--- src/rtl/seg_pkg.sv ---
// Shared constants for the multiplexed 7-segment display: segment codes,
// digit-slot indices, time limits and the scan FSM state type.
package seg_pkg;

    // Active-low segment patterns, bit order a b c d e f g (dp excluded)
    localparam logic [6:0] SEG_0 = 7'b0000001;
    localparam logic [6:0] SEG_1 = 7'b1001111;
    localparam logic [6:0] SEG_2 = 7'b0010010;
    localparam logic [6:0] SEG_3 = 7'b0000110;
    localparam logic [6:0] SEG_4 = 7'b1001100;
    localparam logic [6:0] SEG_5 = 7'b0100100;
    localparam logic [6:0] SEG_6 = 7'b0100000;
    localparam logic [6:0] SEG_7 = 7'b0001111;
    localparam logic [6:0] SEG_8 = 7'b0000000;
    localparam logic [6:0] SEG_9 = 7'b0000100;

    localparam logic [1:0] HT = 2'd0;
    localparam logic [1:0] HU = 2'd1;
    localparam logic [1:0] MT = 2'd2;
    localparam logic [1:0] MU = 2'd3;

    localparam int HOURS_MAX   = 23;
    localparam int MINUTES_MAX = 59;

    typedef enum logic [1:0] {
        IDLE,
        SETTLE,
        HOLD
    } scan_state_t;

endpackage

--- src/rtl/seg7_to_bcd.sv ---
// Pure combinational decode of a 7-bit active-low segment pattern to a BCD
// digit; anything that is not one of the ten digit glyphs is flagged invalid.
module seg7_to_bcd
    import seg_pkg::*;
(
    input  logic [6:0] pattern,
    output logic [3:0] digit,
    output logic       valid
);

    always_comb begin
        digit = 4'd0;
        valid = 1'b1;
        case (pattern)
            SEG_0:   digit = 4'd0;
            SEG_1:   digit = 4'd1;
            SEG_2:   digit = 4'd2;
            SEG_3:   digit = 4'd3;
            SEG_4:   digit = 4'd4;
            SEG_5:   digit = 4'd5;
            SEG_6:   digit = 4'd6;
            SEG_7:   digit = 4'd7;
            SEG_8:   digit = 4'd8;
            SEG_9:   digit = 4'd9;
            default: valid = 1'b0;
        endcase
    end

endmodule

--- src/rtl/seg_scan_decoder.sv ---
// Receive side of the HH:MM multiplexed display: waits for each digit dwell to
// settle, decodes it into its slot and publishes range-checked complete frames.
module seg_scan_decoder
    import seg_pkg::*;
#(
    parameter int SETTLE_CYCLES  = 4,
    parameter int TIMEOUT_CYCLES = 65536
) (
    input  logic       clk,
    input  logic       rst_n,
    input  logic [3:0] out,
    input  logic [7:0] seg,
    output logic [1:0] hh_t,
    output logic [3:0] hh_u,
    output logic [2:0] mm_t,
    output logic [3:0] mm_u,
    output logic       frame_valid,
    output logic       frame_err,
    output logic       scan_lost
);

    localparam int               TMO_W       = $clog2(TIMEOUT_CYCLES + 1);
    localparam logic [TMO_W-1:0] TMO_MAX     = TMO_W'(TIMEOUT_CYCLES);
    localparam logic [7:0]       SETTLE_LAST = 8'(SETTLE_CYCLES - 1);

    logic [3:0]       out_m, out_s, out_p;
    logic [7:0]       seg_m, seg_s, seg_p;
    logic             in_stable;
    logic             out_onehot;

    scan_state_t      state, state_next;
    logic [7:0]       stable_cnt, stable_next;
    logic             capture;

    logic [3:0]       dec_digit;
    logic             dec_valid;
    logic [1:0]       slot_idx;
    logic [3:0]       slot_digit [4];
    logic [3:0]       slot_valid;
    logic [3:0]       mask;
    logic [TMO_W-1:0] tmo_cnt;

    logic [6:0]       hours;
    logic [6:0]       minutes;
    logic             frame_legal;

    // Two-flop synchronisers plus one more stage for change detection
    always_ff @(posedge clk or negedge rst_n) begin
        if (!rst_n) begin
            out_m <= '0;
            out_s <= '0;
            out_p <= '0;
            seg_m <= '0;
            seg_s <= '0;
            seg_p <= '0;
        end else begin
            out_m <= out;
            out_s <= out_m;
            out_p <= out_s;
            seg_m <= seg;
            seg_s <= seg_m;
            seg_p <= seg_s;
        end
    end

    assign in_stable  = (out_s == out_p) && (seg_s == seg_p);
    assign out_onehot = (out_s != 4'b0000) && ((out_s & (out_s - 4'd1)) == 4'b0000);

    seg7_to_bcd u_dec (
        .pattern (seg_s[7:1]),
        .digit   (dec_digit),
        .valid   (dec_valid)
    );

    always_comb begin
        case (out_s)
            4'b0001: slot_idx = HT;
            4'b0010: slot_idx = HU;
            4'b0100: slot_idx = MT;
            default: slot_idx = MU;
        endcase
    end

    always_ff @(posedge clk or negedge rst_n) begin
        if (!rst_n) begin
            state      <= IDLE;
            stable_cnt <= '0;
        end else begin
            state      <= state_next;
            stable_cnt <= stable_next;
        end
    end

    // One capture per dwell; any input change in HOLD forces a fresh settle
    always_comb begin
        state_next  = state;
        stable_next = stable_cnt;
        capture     = 1'b0;
        case (state)
            IDLE: begin
                stable_next = '0;
                if (out_onehot) state_next = SETTLE;
            end
            SETTLE: begin
                if (!out_onehot) begin
                    state_next  = IDLE;
                    stable_next = '0;
                end else if (!in_stable) begin
                    stable_next = '0;
                end else if (stable_cnt == SETTLE_LAST) begin
                    capture     = 1'b1;
                    state_next  = HOLD;
                    stable_next = '0;
                end else begin
                    stable_next = stable_cnt + 8'd1;
                end
            end
            HOLD: begin
                stable_next = '0;
                if (!out_onehot)     state_next = IDLE;
                else if (!in_stable) state_next = SETTLE;
            end
            default: begin
                state_next  = IDLE;
                stable_next = '0;
            end
        endcase
    end

    assign hours   = 7'(slot_digit[HT]) * 7'd10 + 7'(slot_digit[HU]);
    assign minutes = 7'(slot_digit[MT]) * 7'd10 + 7'(slot_digit[MU]);

    assign frame_legal = (slot_valid == 4'b1111)
                      && (slot_digit[HT] <= 4'd2)
                      && (hours <= 7'(HOURS_MAX))
                      && (slot_digit[MT] <= 4'd5)
                      && (minutes <= 7'(MINUTES_MAX));

    assign scan_lost = (tmo_cnt == TMO_MAX);

    // A full mask is judged one cycle after the last capture, then emptied
    always_ff @(posedge clk or negedge rst_n) begin
        if (!rst_n) begin
            for (int i = 0; i < 4; i++) slot_digit[i] <= '0;
            slot_valid  <= '0;
            mask        <= '0;
            tmo_cnt     <= '0;
            hh_t        <= '0;
            hh_u        <= '0;
            mm_t        <= '0;
            mm_u        <= '0;
            frame_valid <= 1'b0;
            frame_err   <= 1'b0;
        end else begin
            frame_valid <= 1'b0;
            frame_err   <= 1'b0;

            if (capture) begin
                slot_digit[slot_idx] <= dec_digit;
                slot_valid[slot_idx] <= dec_valid;
                tmo_cnt              <= '0;
            end else if (tmo_cnt != TMO_MAX) begin
                tmo_cnt <= tmo_cnt + TMO_W'(1);
            end

            if (mask == 4'b1111) begin
                mask <= capture ? out_s : 4'b0000;
                if (frame_legal) begin
                    frame_valid <= 1'b1;
                    hh_t        <= slot_digit[HT][1:0];
                    hh_u        <= slot_digit[HU];
                    mm_t        <= slot_digit[MT][2:0];
                    mm_u        <= slot_digit[MU];
                end else begin
                    frame_err <= 1'b1;
                end
            end else if (capture) begin
                mask <= mask | out_s;
            end else if (scan_lost) begin
                mask <= '0;
            end
        end
    end

endmodule

--- config.mk ---
export PLATFORM = sky130hd
export DESIGN_NAME = seg_scan_decoder
export DESIGN_NICKNAME = d
export VERILOG_FILES = /design/src/rtl/seg_pkg.sv /design/src/rtl/seg7_to_bcd.sv /design/src/rtl/seg_scan_decoder.sv
export SDC_FILE = /design/constraint.sdc
export NUM_CORES = 1
export LEC_CHECK = 0
export ABC_CLOCK_PERIOD_IN_PS = 3350
export BUFFER_PORTS_ARGS = -buffer_cell sky130_fd_sc_hd__buf_2
export CAP_MARGIN = 10
export CORE_MARGIN = 2
export CORE_UTILIZATION = 35
export DETAILED_ROUTE_END_ITERATION = 12
export PLACE_DENSITY_LB_ADDON = 0.2
export REMOVE_ABC_BUFFERS = 1
export SLEW_MARGIN = 20
export SYNTH_ARGS = -nofsm -noshare
export SYNTH_HDL_FRONTEND = slang
export SYNTH_SLANG_ARGS = --single-unit
--- constraint.sdc ---
create_clock -name clk -period 3.35 [get_ports clk]
set_input_delay 0.67 -clock clk [delete_from_list [all_inputs] [get_ports clk]]
set_output_delay 0.67 -clock clk [all_outputs]
set_load 0.01 [all_outputs]
==> qor.yml, run 1 <==
status:
  outcome: "finished clean"
clocking:
  post_cts_buffers: 0
  path_clk_slew_ns: 0.07
  cts_resized: 0
  htreeDepth: 3
  cts_sinks: 102
  clk_latency_ns: 0.35
  cts-hold-fix-buffers: 0
  cts_buffers: 9
  cts_buffer_depth: 2
  cts_root_buffer: "clkbuf_16"
  cts_tree: "built"
critical_path:
  cp_data_arrival_time_ns: 3.26
  crit_buf_inv: 2
  cp_top_family: "adder cells"
  worst_setup_path_start_kind: "flop"
  cp_data_required_time_ns: 3.58
  worst_path_most_repeated_cell: "ha_1"
  slowest_delay_ns: 0.46
  crit_type: "flop to flop"
  endpoint_kind: "flop"
  critPathMaxFanout: 11
  crit_slowest_cell: "dfrtp_1"
  cp_cell_sequence: "ha_1 -> ha_1 -> inv_1 -> fa_1 -> nor3b_1 -> a211oi_1 -> o2111ai_1 -> buf_4 -> mux2_2"
route:
  drtIter0Drc: 102
  dr.pass1.iters: 4
  vias: 2806
  detail_route.drc_violations: 0
  wl_per_cell_um: 13.8
  postRouteAntennaNets: 0
  totalWireLength_um: 8160
  vias_per_cell: 4.75
synth:
  yosysWarnings: 0
  synth_top_area_share: 0.548
  ys.flop_type: "dfrtp_1"
  synth_edf_count: 0
  synth_area_leaders: "dfrtp_1, mux2_2, ha_1"
  ys_async_sr_fraction: 1.00
  synth_area_um2: 4660
  synth.distinct_cells: 58
  yosysSeqAreaShare: 0.548
  ys_seq_elements: 102
  synth_cells: 374
  yosysTopAreaCell: "dfrtp_1"
  synth_area_per_cell_um2: 12.5
sta:
  timing.fmax_mhz: 330
  setup_tns_ns: 0
  max-slew-margin-rel: 0.451
  setup_viol: 0
  slew_viol_final: 0
  hold_viol: 0
  period_minus_slack_ns: 3.03
  rsz0062_at_grt: "false"
  fin_skew_ns: 0.00791
  fin_crit_sh: 0.904
  tightest_slew_ns: 0.824
floorplan:
  num_rows: 42
  core_area_um2: 13100
  fp.dieH_um: 119
  start_util: 0.355
  pin_count: 30
  die_x_um: 119
  die_area_um2: 14300
cells_and_area:
  final_cell_mix: "dfrtp_1, nor2_1, mux2_2"
  fin_nets: 443
  final_common_cell: "dfrtp_1"
  n_antenna_cell: 0
  fin_util: 0.403
  drive_gt1_frac: 0.239
  postLayoutCellArea_um2: 5300
  area_growth_pct: 13.7
global_routing:
  grt_usage: 0.125
  grt_pass1_vias: 2745
  grt_pass1_wl_um: 13900
  antenna_found_initial: 0
  grt_max_degree: 66
  gr-total-overflow: 0
pwr:
  vdd_drop_max_mv: 0.225
  power_mw: 2.42
  leakage_nw: 2.45
  powerDensity_nw_per_um2: 456
place:
  portBuffers: 29
  placed_cell_area_um2: 4990
  dpl.hpwl_um: 5680
  place_congestion: 0.745
worst_hold_path:
  hp-class: "flop to flop"
run:
  cap_violations: 0
[cells by family (layout without fill, tap and decap cells)]
kind of cell    after synthesis  after routing  synth area share
compound gates               33             33            0.0494
xor+xnor                     40             40            0.0752
flops                       102            102             0.548
simple gates                122            122             0.162
mux                          34             34            0.0819
buf+inv                      24             65            0.0268
fa+ha+maj                    19             19            0.0575
[state kept, by name, indices dropped and copies added, names as in the netlist, 3 cells and up]
name and count:
slot_valid 4, stable_cnt 8, mask 4, out_m 4
slot_digit 16, mm_u 4, seg_s 8, out_s 4
mm_t 3, out_p 4, seg_p 8, hh_u 4
seg_m 8, tmo_cnt 17
[synth_stat cells, types with 3 or more instances]
| cell | instances |
|---|---|
| dfrtp_1 | 102 |
| nor2_1 | 43 |
| mux2_2 | 33 |
| xor2_1 | 21 |
| xnor2_1 | 19 |
| inv_1 | 16 |
| ha_1 | 15 |
| nand2_1 | 12 |
| nand3_1 | 8 |
| a21oi_1 | 7 |
| nor3_1 | 7 |
| and3_1 | 5 |
| nand4_1 | 5 |
| o21ai_0 | 5 |
| fa_1 | 4 |
| nor4_1 | 4 |
| nor4_4 | 4 |
| a211oi_1 | 3 |
| and4_1 | 3 |
| buf_6 | 3 |
| nand2b_1 | 3 |
| nor4_2 | 3 |
| nor4b_1 | 3 |
[area by class of cell]
cell class              count  area [um2]
fillers                  1274        7840
flip-flops and latches    102        2550
multi-input cells         248        1980
clock buffers               9         225
well taps                 176         220
repair buffers             33         178
clock inverters             7        81.3
inverters                  16        60.1
[routing by layer]
layer / up-vias / wire (um) / track usage
met2: 40 / 3620 / 0.187
li1: 1381 / - / -
met3: 14 / 227 / 0.0268
met5: - / 0 / 0
met4: 0 / 225 / 0.0676
met1: 1371 / 4090 / 0.170
[metrics by stage]
stage / hold slack, ns / worst slack (ns) / cells
after global routing: 0.356 / 0.117 / 591
after global placement: 0.331 / 0.410 / 575
final: 0.348 / 0.320 / 591
after CTS: 0.352 / 0.269 / 591
after floorplan: 0.331 / 0.284 / 366
after detailed placement: 0.335 / 0.277 / 575
[power breakdown]
| part | switching [mW] | internal (mW) |
|---|---|---|
| combinational | 0.0460 | 0.0242 |
| clock | 0.481 | 0.588 |
| sequential | 0.0219 | 1.25 |
| total | 0.549 | 1.87 |
[worst reg2reg max path, delay by kind of cell, from the launching register on]
| family | cells | cell delay, ns |
|---|---|---|
| fa+ha+maj | 3 | 0.97 |
| buf+inv | 2 | 0.33 |
| compound gates | 2 | 0.51 |
| simple gates | 1 | 0.29 |
| mux | 1 | 0.36 |
| flops | 1 | 0.46 |
[final timing paths]
path	startpoint	to	slack, ns	cells after the start
max	slot_digit[5]	hh_t[1]	0.32	9
max reg2reg	slot_digit[5]	hh_t[1]	0.32	9
max in group asynchronous	rst_n	stable_cnt[1]	2.11	2
min	seg_m[2]	seg_s[2]	0.35	0
min reg2reg	seg_m[2]	seg_s[2]	0.35	0
min in group asynchronous	rst_n	mm_u[3]	0.41	1
Note: power is estimated with default switching activity, not from simulation.
==> run 2, diff against run 1 <==
--- a/config.mk
+++ b/config.mk
@@ -5,7 +5,7 @@
 export SDC_FILE = /design/constraint.sdc
 export NUM_CORES = 1
 export LEC_CHECK = 0
-export ABC_CLOCK_PERIOD_IN_PS = 3350
+export ABC_CLOCK_PERIOD_IN_PS = 3000
 export BUFFER_PORTS_ARGS = -buffer_cell sky130_fd_sc_hd__buf_2
 export CAP_MARGIN = 10
 export CORE_MARGIN = 2
@@ -13,6 +13,7 @@
 export DETAILED_ROUTE_END_ITERATION = 12
 export PLACE_DENSITY_LB_ADDON = 0.2
 export REMOVE_ABC_BUFFERS = 1
+export SKIP_CTS_REPAIR_TIMING = 1
 export SLEW_MARGIN = 20
 export SYNTH_ARGS = -nofsm -noshare
 export SYNTH_HDL_FRONTEND = slang
==> constraint.sdc (replaced) <==
create_clock -name clk -period 3 [get_ports clk]
set_input_delay 0.6 -clock clk [delete_from_list [all_inputs] [get_ports clk]]
set_output_delay 0.6 -clock clk [all_outputs]
set_load 0.01 [all_outputs]
==> qor.yml, run 2 (synthesis gave the netlist of run 1 again) <==
place:
  dpl.hpwl_um: 5880  # +3.4%
  post-place-ws_ns: 0.196  # -0.0811 ns
  placed_cell_area_um2: 5070  # +1.6%
  dpl.cell_count: 584  # +1.6%
  portBuffers: 29  # unchanged
  place_congestion: 0.777  # +4.3%
sta:
  fin_skew_ns: 0.00945  # +0.00155 ns
  timing.fmax_mhz: 355  # +7.5%
  period_minus_slack_ns: 2.82  # -0.211 ns
  setup_ws_ns: 0.181  # -0.139 ns
  slew_viol_final: 0  # unchanged
  max-slew-margin-rel: 0.458  # +0.00688
  holdWs_ns: 0.272  # -0.0754 ns
  rsz0062_at_grt: "false"
  fin_crit_sh: 0.940  # +0.0352
  hold_viol: 0  # unchanged
  setup_viol: 0  # unchanged
  tightest_slew_ns: 0.808  # -0.0157 ns
  setup_tns_ns: 0  # unchanged
critical_path:
  reg2reg_to: "hh_u[1]"
  endpoint_kind: "flop"
  worst_setup_path_start_kind: "flop"
  critPathMaxFanout: 11  # unchanged
  crit_type: "flop to flop"
  r2r_start: "slot_digit[7]"
  cp_data_required_time_ns: 3.23  # -0.35 ns
  r2r_cells: 9  # unchanged
  cp_data_arrival_time_ns: 3.05  # -0.21 ns
  rrSetupSlack_ns: 0.18  # -0.14 ns
floorplan:
  die_x_um: 119  # unchanged
  start_util: 0.355  # unchanged
  core_area_um2: 13100  # unchanged
  die_area_um2: 14300  # unchanged
  fp.dieH_um: 119  # unchanged
  pin_count: 30  # unchanged
  num_rows: 42  # unchanged
cells_and_area:
  finalNonFillerCells: 600  # +1.5%
  reg_top3: "tmo_cnt: 17 flops, slot_digit: 16 flops"
  area.sequential_um2: 2550  # unchanged
  regMostFlops: "tmo_cnt"
  fin_util: 0.410  # +0.00619
  drive_gt1_frac: 0.255  # +0.0162
  fin_nets: 452  # +2.0%
  nFillCells: 1291  # +1.3%
  largest_register_ffs: 17  # unchanged
  multiInputGateArea_um2: 1980  # unchanged
  area_growth_pct: 15.5
  final_cell_mix: "dfrtp_1, nor2_1, mux2_2"
  final_common_cell: "dfrtp_1"
  n_antenna_cell: 0  # unchanged
  postLayoutCellArea_um2: 5380  # +1.5%
global_routing:
  grt_usage: 0.132  # +0.00668
  antenna_found_initial: 0  # unchanged
  grt_pass1_wl_um: 14400  # +4.0%
  grt_pass1_vias: 2858  # +4.1%
  grt_max_degree: 52  # -21%
  gr-total-overflow: 0  # unchanged
route:
  highest_layer: "met4"
  vias: 2837  # +1.1%
  dr_wl_met2_um: 3910  # +8.2%
  routed-wl-met3_um: 202  # -11%
  drtIter0Drc: 110  # +7.8%
  dr.pass1.iters: 4  # unchanged
  met1_length_um: 4030  # -1.5%
  totalWireLength_um: 8360  # +2.5%
  detail_route.drc_violations: 0  # unchanged
  vias_per_cell: 4.73  # -0.41%
  wl_per_cell_um: 13.9  # +0.91%
  postRouteAntennaNets: 0  # unchanged
pwr:
  power_mw: 2.69  # +12%
  vdd_drop_max_mv: 0.277  # +23%
  powerDensity_nw_per_um2: 500  # +9.8%
  leakage_nw: 2.50  # +2.2%
status:
  outcome: "finished clean"
clocking:
  cts_root_buffer: "clkbuf_16"
  htreeDepth: 3  # unchanged
  cts_buffer_depth: 2  # unchanged
  cts_tree: "built"
  cts_sinks: 102  # unchanged
  clk_latency_ns: 0.36  # about the same
  path_clk_slew_ns: 0.07  # about the same
  cts_buffers: 9  # unchanged
worst_hold_path:
  hp-class: "primary input to async pin"
run:
  cap_violations: 0  # unchanged
## run 2: cell count changes in the layout (fill, tap and decap cells not counted), sizes merged
cell / previous run / this run
buf: 33 / 42
inv: 18 / 17
clkbuf: 9 / 10
## run 2: worst max-delay path by stage
stage | start | end | slack (ns) | depth (start not counted)
2_1_floorplan | slot_digit[5] | hh_t[0] | -0.07 | 8
3_3_place_gp | slot_digit[7] | hh_u[3] | 0.28 | 9
3_5_place_dp | slot_digit[7] | mm_u[3] | 0.20 | 9
4_1_cts | slot_digit[7] | hh_u[3] | 0.18 | 9
5_1_grt | slot_digit[7] | hh_u[3] | 0.05 | 10
6_report | slot_digit[7] | hh_u[1] | 0.18 | 9
## run 2: cell type report
type                    instances  share of cell area
inverters                      16              0.0112
multi-input cells             248               0.369
flip-flops and latches        102               0.474
clock buffers                  10              0.0444
repair buffers                 42              0.0479
clock inverters                 6              0.0128
well taps                     176              0.0409
## run 2: worst max-delay path: stages, from the launching register on
cell and delay [ns]:
dfrtp_1 0.42, ha_1 0.29, ha_1 0.19, inv_1 0.07, fa_1 0.45, nor3b_1 0.28
a211oi_1 0.14, o2111ai_1 0.25, buf_4 0.25, mux2_2 0.35
## run 2: report_power, final
group          switching [mW]  internal, mW  total (mW)  leakage [nW]
registers              0.0247          1.40        1.42          1.33
clock network           0.514         0.673        1.19         0.149
logic                  0.0522        0.0292      0.0814          1.03
total                   0.591          2.10        2.69          2.50
## run 2: per-layer routing
layer | GRT usage | up-vias
li1 | - | 1399
met1 | 0.176 | 1395
met2 | 0.202 | 32
met3 | 0.0278 | 11
met4 | 0.0706 | 0
met5 | 0 | -
